--- config.mk ---
export PLATFORM = sky130hd
export DESIGN_NAME = usb_crc_lfsr
export DESIGN_NICKNAME = d
export VERILOG_FILES = /design/src/rtl/usb_crc_lfsr.sv
export SDC_FILE = /design/constraint.sdc
export NUM_CORES = 1
export LEC_CHECK = 0
export CORE_AREA = 2 2 39 41
export DETAILED_ROUTE_END_ITERATION = 6
export DIE_AREA = 0 0 41 43
export PLACE_DENSITY_LB_ADDON = 0.08
export SLEW_MARGIN = 20
export SYNTH_ARGS = -nofsm -noshare
export SYNTH_HDL_FRONTEND = slang
export SYNTH_SLANG_ARGS = --single-unit
--- constraint.sdc ---
create_clock -name clk -period 2.9 [get_ports clk]
set_input_delay 0.29 -clock clk [delete_from_list [all_inputs] [get_ports clk]]
set_output_delay 0.29 -clock clk [all_outputs]
set_load 0.05 [all_outputs]
--- src/rtl/usb_crc_lfsr.sv ---
// Serial CRC LFSR register with load and single-bit step.
//   clk, rst   : clock, asynchronous active-high reset (register -> INIT)
//   load       : restart from INIT this cycle (a same-cycle step applies to INIT)
//   step       : advance the LFSR by bit_in
//   bit_in     : serial data bit, LSB-first as on the wire
//   crc        : registered LFSR contents
//   crc_next_c : value the register takes at the next edge
module usb_crc_lfsr #(
  parameter int unsigned           CRC_WIDTH = 5,
  parameter logic [CRC_WIDTH-1:0]  POLY      = CRC_WIDTH'(5),
  parameter logic [CRC_WIDTH-1:0]  INIT      = '1
) (
  input  logic                 clk,
  input  logic                 rst,
  input  logic                 load,
  input  logic                 step,
  input  logic                 bit_in,
  output logic [CRC_WIDTH-1:0] crc,
  output logic [CRC_WIDTH-1:0] crc_next_c
);

  logic [CRC_WIDTH-1:0] crc_q;
  logic [CRC_WIDTH-1:0] base;
  logic                 fb;

  // Next value: optional reload, then optional Galois step on the chosen base.
  always_comb begin
    base       = load ? INIT : crc_q;
    fb         = base[CRC_WIDTH-1] ^ bit_in;
    crc_next_c = base;
    if (step) begin
      crc_next_c = {base[CRC_WIDTH-2:0], 1'b0} ^ (fb ? POLY : '0);
    end
  end

  always_ff @(posedge clk or posedge rst) begin
    if (rst) crc_q <= INIT;
    else     crc_q <= crc_next_c;
  end

  assign crc = crc_q;

endmodule

==> flow_summary.rst <==
.. list-table::
   :header-rows: 1

   * - Metric
     - Value
   * - Path class of the lowest-slack min-delay path
     - input port to asynchronous set/reset pin
   * - Commonest cells after routing, fill and taps aside
     - 14 x sky130_fd_sc_hd__clkdlybuf4s50_1, 5 x sky130_fd_sc_hd__dfstp_2, 4 x sky130_fd_sc_hd__nor2_1, 3 x sky130_fd_sc_hd__a211o_1, 3 x sky130_fd_sc_hd__clkbuf_4
   * - GRT Overall Usage
     - 0.0838
   * - Area share of xor/xnor cells in the synthesized design
     - 0.0335
   * - Source-to-sink clock delay at the later pin of the worst-skew pair
     - approximately 0.25 ns
   * - Sink Count
     - 5
   * - Cell type with the highest occurrence count on the critical path
     - sky130_fd_sc_hd__clkdlybuf4s50_1
   * - Mapped Nets
     - 30
   * - Synth Area in Adders
     - 0
   * - Startpoint type of the worst setup path
     - input port
   * - Count of input and output buffers
     - 14
   * - Synthesis warning total
     - 0
   * - Number of antenna diodes
     - 0
   * - Flip-flop count of the largest register, all copies and words added
     - 5
   * - Fin Clk Skew
     - 0.00801 ns
   * - Fraction of the cycle the final worst path needs
     - 0.877
   * - Final routed wirelength across all metal layers
     - 597 µm
   * - Share of post-route cells with drive strength above 1
     - 0.190
   * - Largest voltage drop on the vdd net
     - around 0.19 mV
   * - CP required
     - around 2.6 ns
   * - Sequential cell area fraction in the yosys report
     - 0.502
   * - Peak per-stage delay on the critical path
     - between 0.8 and 0.9 ns
   * - Max-Cap Viols
     - 0
   * - Maximum number of pins on one net before global-route repair
     - 12
   * - Critical path cell sequence
     - clkdlybuf4s50_1, nor2_1, a31oi_1, a2bb2oi_1, clkdlybuf4s50_1
   * - Worst-Margin Slew
     - between 0.4 and 0.5 ns
   * - Register bit total from synthesis
     - 5
   * - Total Power
     - 0.256 mW
   * - Number of antenna violations at the first check in global routing
     - 0
   * - Hold Slack
     - about 0.46 ns
   * - Kind of critical path
     - input port to primary output
   * - Number of distinct library cells after synthesis
     - 15
   * - Number of failing hold endpoints at the final stage
     - 0
   * - Post-layout min period
     - roughly 2.5 ns
   * - Largest family of logic cells by synthesized area
     - compound AO/OA/AOI/OAI gates
   * - Inserted Clock Buffers
     - 3
   * - Number of DRC markers in iteration 0
     - 1
   * - Io pins
     - 15
   * - Final #Nets
     - 48
   * - Post-synthesis async set-or-reset flop share
     - 1.00
   * - Antenna-violating nets left
     - 0
   * - Fraction of the mapped netlist area in compound gates
     - 0.234
   * - Worst-case clock buffer depth
     - 2
   * - Number of gates given a new drive strength after cts
     - 0
   * - Static power due to leakage
     - 0.175 nW
   * - TritonCTS clock tree
     - yes
   * - Mux cell area share after synthesis
     - 0
   * - First-pass detailed-route iteration total
     - 2
   * - Final Max Tran Viols
     - 0
   * - Global-route wire length before repair
     - just over 900 µm
   * - Top FF cell, synth
     - sky130_fd_sc_hd__dfstp_2
   * - Outcome
     - finished, final reports clean
   * - Die outline width
     - between 40 and 50 µm
   * - Number of failing setup endpoints in the final timing report
     - 0
   * - Most common cell after layout, fill and taps aside
     - sky130_fd_sc_hd__clkdlybuf4s50_1
   * - Number of instances in the synthesized netlist
     - 25
   * - Total vias in the final route
     - between 200 and 250
   * - Critical path's slowest cell
     - sky130_fd_sc_hd__clkdlybuf4s50_1
   * - Clock-pin slew of the registers on the worst-case setup and hold paths
     - around 0.05 ns
   * - Placer Congestion
     - a little over 0.7
   * - Critical Path Sink Type
     - primary output
   * - Initial core utilization
     - 0.189
   * - Number of levels the H-tree was split into
     - 1
   * - Unrepaired setup endpoints after global routing
     - no
   * - Highest clock rate
     - a little under 0.4 GHz
   * - Avg Inst Size Synth
     - approximately 10 µm²
   * - Setup Fix Bufs, Post-CTS
     - 0
   * - Post-route setup TNS
     - 0 ns
   * - Total of fill cells in the finished design
     - between 150 and 200
   * - Num rows
     - 14
   * - Synth-to-Final Area Change
     - 67.0%
   * - WL per Instance
     - 10.3 µm
   * - Vias in the first global route
     - between 200 and 250
   * - Clock Root Buffer
     - sky130_fd_sc_hd__clkbuf_4
   * - GRT overflow
     - 0
   * - Netlist area before placement
     - between 200 and 300 µm²
   * - Post-Synth Simple-Gate Area
     - 0.158
   * - Arrival time of data at the critical path endpoint
     - about 2.3 ns
   * - Normalized max-slew margin
     - 0.668
   * - Post-synth EDFFs
     - 0
   * - Die H
     - between 40 and 50 µm
   * - Area of the core
     - roughly 1400 µm²
   * - Maximum fanout along the worst path
     - 11
   * - Power per standard cell area
     - about 600 nW/µm²
   * - Quantity of hold-fixing buffers added after cts
     - 0
   * - Die area
     - ~1800 µm²
   * - Vias per cell
     - between 4 and 5
   * - DRC
     - 0
[cell families (layout without fill, tap and decap cells)]
family | Yosys count | in the layout
AND/OR/NAND/NOR | 8 | 8
flip-flops | 5 | 5
buffers and inverters | 3 | 20
AO/OA/AOI/OAI | 8 | 8
XOR/XNOR | 1 | 1
[worst paths after layout]
kind	from	end	slack, ns	cells after the start
max	step	crc_next_c[2]	0.36	5
min	rst	crc[4]	0.46	2
max reg2reg	crc[4]	crc[2]	1.77	3
min reg2reg	crc[2]	crc[2]	0.65	3
max in group asynchronous	rst	crc[1]	2.40	2
min in group clk	crc[2]	crc[2]	0.65	3
[critical path: cells and delay by family]
kind                   cells  cell delay, ns
buffers and inverters      2            1.50
AO/OA/AOI/OAI              2            0.38
AND/OR/NAND/NOR            1            0.09
[power by group]
part	leakage, nW	switching [mW]	internal [mW]
combinational	0.107	0.0569	0.0320
sequential	0.0527	0.00500	0.0801
clock	0.0150	0.0294	0.0521
[area by class of cell]
type	count	area [µm²]	area share
repair buffers	14	140	0.321
flip-flops and latches	5	131	0.301
multi-input cells	17	111	0.255
clock buffers	4	26.3	0.0602
well taps	16	20.0	0.0458
inverters	2	7.51	0.0172
[cells in the mapped netlist, types with 2 or more instances]
library cell,instances,area share
sky130_fd_sc_hd__nor2_1,4,0.057
sky130_fd_sc_hd__dfstp_2,5,0.50
sky130_fd_sc_hd__a211o_1,3,0.10
sky130_fd_sc_hd__inv_1,2,0.029
[per-stage QoR]
step                 util  cell area (µm²)  setup slack, ns  cells
finish              0.316              437            0.357     58
detailed placement  0.297              410            0.322     54
global route        0.316              437            0.222     58
CTS                 0.316              437            0.318     58
floorplan               -              262            0.715     25
global placement    0.297              410            0.368     54
[layer usage]
layer / vias to the layer above / global-route usage / part of all wire
met4: 0 / 0.0400 / 0
met5: - / 0 / 0
li1: 121 / - / -
met2: 8 / 0.106 / 0.51
met3: 0 / 0.0838 / 0.080
met1: 113 / 0.0885 / 0.41
(Power assumes the default switching activity.)
